File: config.mk
export PLATFORM = sky130hd
export DESIGN_NAME = context_switch_ctrl
export DESIGN_NICKNAME = d
export VERILOG_FILES = /design/src/rtl/ctx_pkg.sv /design/src/rtl/epc_stack.sv /design/src/rtl/context_switch_ctrl.sv
export SDC_FILE = /design/constraint.sdc
export NUM_CORES = 1
export LEC_CHECK = 0
export ABC_CLOCK_PERIOD_IN_PS = 2000
export CAP_MARGIN = 10
export CORE_MARGIN = 8
export CORE_UTILIZATION = 40
export CTS_CLUSTER_DIAMETER = 120
export DETAILED_ROUTE_END_ITERATION = 6
export PLACE_DENSITY = 0.74
export SLEW_MARGIN = 20
export SYNTH_ARGS = -nofsm -noshare
export SYNTH_HDL_FRONTEND = slang
export SYNTH_HIERARCHICAL = 1
export SYNTH_SLANG_ARGS = --single-unit
File: constraint.sdc
create_clock -name clk -period 2 [get_ports clk]
set_input_delay 0.6 -clock clk [delete_from_list [all_inputs] [get_ports clk]]
set_output_delay 0.6 -clock clk [all_outputs]
set_load 0.1 [all_outputs]
File: src/rtl/ctx_pkg.sv
// ctx_pkg: shared FSM states, cause codes, default handler vectors and stack entry type.
package ctx_pkg;
  typedef enum logic [2:0] {IDLE, SAVE, REDIRECT, HANDLER, RETURN} state_t;
  typedef enum logic [1:0] {CAUSE_NONE = 2'b00, CAUSE_TIMER = 2'b01, CAUSE_HALT = 2'b10} cause_t;
  localparam logic [9:0] VEC_TIMER_DEF = 10'd4;
  localparam logic [9:0] VEC_HALT_DEF = 10'd8;
  typedef struct packed {
    cause_t     cause;
    logic [9:0] pc;
  } ctx_t;
endpackage

File: src/rtl/epc_stack.sv
// epc_stack: LIFO of saved contexts; exposes top PC and the cause of the entry beneath it.
module epc_stack
  import ctx_pkg::*;
#(
  parameter int DEPTH = 1
) (
  input  logic       clk,
  input  logic       rst,
  input  logic       push,
  input  logic       pop,
  input  ctx_t       din,
  output logic [9:0] top_pc,
  output cause_t     next_cause,
  output logic       full,
  output logic       multi
);
  localparam int CW = $clog2(DEPTH + 1);
  ctx_t mem_q [DEPTH];
  ctx_t mem_d [DEPTH];
  logic [CW-1:0] cnt_q, cnt_d;
  assign full = int'(cnt_q) == DEPTH;
  assign multi = int'(cnt_q) > 1;
  always_comb begin
    mem_d = mem_q;
    top_pc = '0;
    next_cause = CAUSE_NONE;
    for (int i = 0; i < DEPTH; i++) begin
      if (i == int'(cnt_q) - 1) top_pc = mem_q[i].pc;
      if (i == int'(cnt_q) - 2) next_cause = mem_q[i].cause;
      if (push && !full && i == int'(cnt_q)) mem_d[i] = din;
    end
    cnt_d = (push && !full) ? cnt_q + CW'(1) : (pop && cnt_q != '0) ? cnt_q - CW'(1) : cnt_q;
  end
  always_ff @(posedge clk) begin
    if (rst) begin
      cnt_q <= '0;
      for (int i = 0; i < DEPTH; i++) mem_q[i] <= '0;
    end else begin
      cnt_q <= cnt_d;
      mem_q <= mem_d;
    end
  end
endmodule

File: src/rtl/context_switch_ctrl.sv
// context_switch_ctrl: trap entry/return sequencer for timer and halt events.
// Define CTX_NEST_EN for nested handlers on a DEPTH-entry saved-context stack.
module context_switch_ctrl
  import ctx_pkg::*;
#(
  parameter logic [9:0] VEC_TIMER = VEC_TIMER_DEF,
  parameter logic [9:0] VEC_HALT  = VEC_HALT_DEF,
  parameter int         DEPTH     = 4
) (
  input  logic       clk,
  input  logic       rst,
  input  logic       int_clk,
  input  logic       int_halt,
  input  logic [9:0] save_pc,
  input  logic       rfe,
  input  logic       ie_we,
  input  logic       ie_data,
  output logic       pipe_stall,
  output logic       pc_redirect,
  output logic [9:0] redirect_pc,
  output logic [1:0] cause,
  output logic       in_handler,
  output logic [9:0] epc,
  output logic       overflow
);
`ifdef CTX_NEST_EN
  localparam bit NEST = 1'b1;
`else
  localparam bit NEST = 1'b0;
`endif
  localparam int SD = NEST ? DEPTH : 1;
  state_t state_q, state_d;
  cause_t cause_q, cause_d, next_cause;
  logic ie_q, ie_d, ph_q, ph_d, pt_q, pt_d, ov_q, ov_d;
  logic tmr_in, halt_req, req, take, drop, full, multi;
  logic [9:0] top_pc;
  assign tmr_in = int_clk & ie_q;
  assign halt_req = int_halt | ph_q;
  assign req = halt_req | tmr_in | pt_q;
  // Nested builds may also accept a new event while the handler runs, unless it is returning.
  assign take = req && (state_q == IDLE || (NEST && state_q == HANDLER && !rfe));
  assign drop = take && full;
  always_comb begin
    state_d = state_q;
    cause_d = cause_q;
    ie_d = ie_we ? ie_data : ie_q;
    ph_d = (take && halt_req) ? 1'b0 : ph_q | int_halt;
    pt_d = (take && !halt_req) ? 1'b0 : pt_q | tmr_in;
    ov_d = ov_q | drop;
    if (take && !drop) begin
      state_d = SAVE;
      cause_d = halt_req ? CAUSE_HALT : CAUSE_TIMER;
    end else begin
      state_d = state_q == SAVE ? REDIRECT :
                state_q == REDIRECT ? HANDLER :
                (state_q == HANDLER && rfe) ? RETURN :
                state_q == RETURN ? ((NEST && multi) ? HANDLER : IDLE) : state_q;
      if (state_q == RETURN) cause_d = next_cause;
    end
  end
  always_ff @(posedge clk) begin
    if (rst) begin
      state_q <= IDLE;
      cause_q <= CAUSE_NONE;
      ie_q <= 1'b1;
      ph_q <= 1'b0;
      pt_q <= 1'b0;
      ov_q <= 1'b0;
    end else begin
      state_q <= state_d;
      cause_q <= cause_d;
      ie_q <= ie_d;
      ph_q <= ph_d;
      pt_q <= pt_d;
      ov_q <= ov_d;
    end
  end
  epc_stack #(.DEPTH(SD)) u_stack (
    .clk       (clk),
    .rst       (rst),
    .push      (state_q == SAVE),
    .pop       (state_q == RETURN),
    .din       ('{cause: cause_q, pc: save_pc}),
    .top_pc    (top_pc),
    .next_cause(next_cause),
    .full      (full),
    .multi     (multi)
  );
  assign pipe_stall = state_q == SAVE || state_q == REDIRECT;
  assign pc_redirect = state_q == REDIRECT || state_q == RETURN;
  assign redirect_pc = state_q == REDIRECT ? (cause_q == CAUSE_HALT ? VEC_HALT : VEC_TIMER) :
                       state_q == RETURN ? top_pc : '0;
  assign cause = cause_q;
  assign in_handler = state_q == HANDLER;
  assign epc = top_pc;
  assign overflow = NEST ? ov_q : 1'b0;
endmodule

==> run_results.csv <==
group,metric,value,unit
critical_path,regToRegSetupSlack,400,ps
critical_path,crit_arrival,1390,ps
floorplan,ios,43,
route,drtIter0Drc,50,
clocking,cts_tree,"done",
cells_and_area,fillers,197,
timing,rsz0062_at_grt,"true",
route,dr.pass1.iters,4,
power_and_ir_drop,power_leakage,0.741,nW
outcome,status,"complete, no violations",
synth,synth_area,0.00112,sq mm
global_route,antenna_found_initial,0,
cells_and_area,areaGrowthSynthToFinish,74.0,%
power_and_ir_drop,powerDensity,842,mW/mm^2
critical_path,worst-path-max-fanout,6,
place,place.gp.congestion,0.850,
global_route,grt_pass1_wl,4620,microns
clocking,clkTransAtPathRegs,100,ps
floorplan,dieArea,0.00475,sq mm
route,wirelength,3060,microns
synth,avgSynthCellArea,8.69,sq um
clocking,clk_path_buf_depth,2,
power_and_ir_drop,ir_drop,847,uV
route,vias_per_cell,5.22,
clocking,clock_sink_count,19,
clocking,cts-buffers-inserted,3,
critical_path,critPathRequiredTime,1400,ps
clocking,clock-root-buffer,"clkbuf_4",
global_route,grt-ovfl-total,0,
floorplan,core-area,0.00271,sq mm
timing,slew_violations,0,
synth,postSynthCellCount,129,
job,maxCapViolCount,0,
critical_path,timing.rr.end,"cause[0]$_SDFFE_PP0P_",
timing,finalSetupViolCount,0,
cells_and_area,post-route-util,72.0,%
timing,finalHoldViolations,0,
cells_and_area,drive_gt1_share,44.2,%
critical_path,crit_end,"redirect_pc[3]",
timing,holdWs,465,ps
timing,fin_crit,1990,ps
floorplan,start_util,41.4,%
critical_path,startpoint,"state_q[2]$_SDFFE_PP0P_",
floorplan,dieWidth,68.9,microns
cells_and_area,layout.nets,190,
route,vias,1059,
floorplan,die_h,68.9,microns
route,wl_per_cell,15.1,microns
place,dp_hpwl,2200,microns
route,drc,0,
floorplan,num_rows,19,
critical_path,worstRegToRegCells,4,
clocking,worstSkewPairLatency,300,ps
global_route,grtUsageTotal,12.7,%
cells_and_area,diodes,0,
place,port_buffers,41,
route,ant_nets,0,
worst_hold_path,min_path_type,"reg2reg",
timing,fin_skew,8.28,ps
global_route,grt_max_degree,31,
critical_path,rr_startpoint,"state_q[0]$_SDFFE_PP0P_",
timing,fin_crit_sh,99.4,%
global_route,grt_pass1_vias,1010,
clocking,htreeDepth,1,
critical_path,cp-start-kind,"flop",
critical_path,endpoint_kind,"primary output",
synth,yosysWarnings,6,
timing,fmax,503,MHz
critical_path,path_class,"reg2out",
-- sequential cells by signal, summed over array words and instances (netlist names) --
| name | cells |
|---|---|
| pt_q | 1 |
| state_q | 3 |
| ph_q | 1 |
| u_stack/full | 1 |
| cause | 2 |
| u_stack/mem_q | 10 |
| ie_q | 1 |
-- worst max-delay path, stage by stage (launching register included) --
cell and delay (ps):
dfxtp_4 390, and2b_2 250, a32oi_2 230, nor2_4 60
buf_12 160
-- where the power goes --
group	switching, mW	internal, mW
Clock	0.119	0.0778
Combinational	0.553	0.366
Sequential	0.0749	0.452
-- stage by stage --
stage / setup TNS [ps] / power (mW) / cells / instance area (sq um) / worst slack [ps]
3_3_place_gp: 0 / 1.38 / 194 / 1850 / 171
6_report: 0 / 1.64 / 203 / 1950 / 12.2
3_5_place_dp: 0 / 1.40 / 194 / 1850 / 90.9
2_1_floorplan: -1140 / 1.13 / 130 / 1180 / -212
5_1_grt: -498 / 1.73 / 203 / 1950 / -67.6
4_1_cts: -38.3 / 1.60 / 200 / 1900 / -19.6
-- area by class of cell --
| type | count | area [sq um] | share of cell area (%) |
|---|---|---|---|
| clock buffers | 4 | 26.3 | 1.35 |
| well taps | 31 | 38.8 | 1.99 |
| flip-flops and latches | 19 | 395 | 20.3 |
| repair buffers | 52 | 754 | 38.7 |
| inverters | 2 | 7.51 | 0.385 |
| multi-input cells | 95 | 728 | 37.3 |
-- repair_timing --
action,CTS,global route
setup endpoints to repair,12,11
pin swaps,0,7
cloned,0,1
buffers inserted,2,2
hold buffers,0,0
gates resized for setup,7,12
-- metal layers --
layer | routed length [microns] | global-route usage, %
met5 | 0 | 0
met4 | 34 | 5.26
met3 | 211 | 4.04
met2 | 1640 | 23.2
met1 | 1170 | 13.1
-- how the worst min path moves through the flow --
stage | from | cells past startpoint | endpoint
after floorplan | u_stack/mem_q[7]$_SDFFE_PP0P_ | 2 | u_stack/mem_q[7]$_SDFFE_PP0P_
after global placement | u_stack/mem_q[4]$_SDFFE_PP0P_ | 2 | u_stack/mem_q[4]$_SDFFE_PP0P_
after detailed placement | u_stack/mem_q[7]$_SDFFE_PP0P_ | 2 | u_stack/mem_q[7]$_SDFFE_PP0P_
after CTS | u_stack/mem_q[7]$_SDFFE_PP0P_ | 2 | u_stack/mem_q[7]$_SDFFE_PP0P_
after global routing | u_stack/mem_q[7]$_SDFFE_PP0P_ | 2 | u_stack/mem_q[7]$_SDFFE_PP0P_
final | u_stack/mem_q[7]$_SDFFE_PP0P_ | 2 | u_stack/mem_q[7]$_SDFFE_PP0P_
-- cells in the final DEF, fill, tap and decap left out, types with 3 or more instances in the layout --
cell and instances:
buf_12 25, clkdlybuf4s50_1 16, dfxtp_1 13, and2_4 11, nand2b_1 10, nand4bb_1 10, o21ai_1 10, buf_4 8
and2_2 8, nand2_1 6, nor2b_1 3, nor2_1 3, mux2i_1 3, nor3_1 3, conb_1 3, dfxtp_2 3
clkbuf_4 3, buf_6 3, dfxtp_4 3
Power figures use the tool's default switching activity.
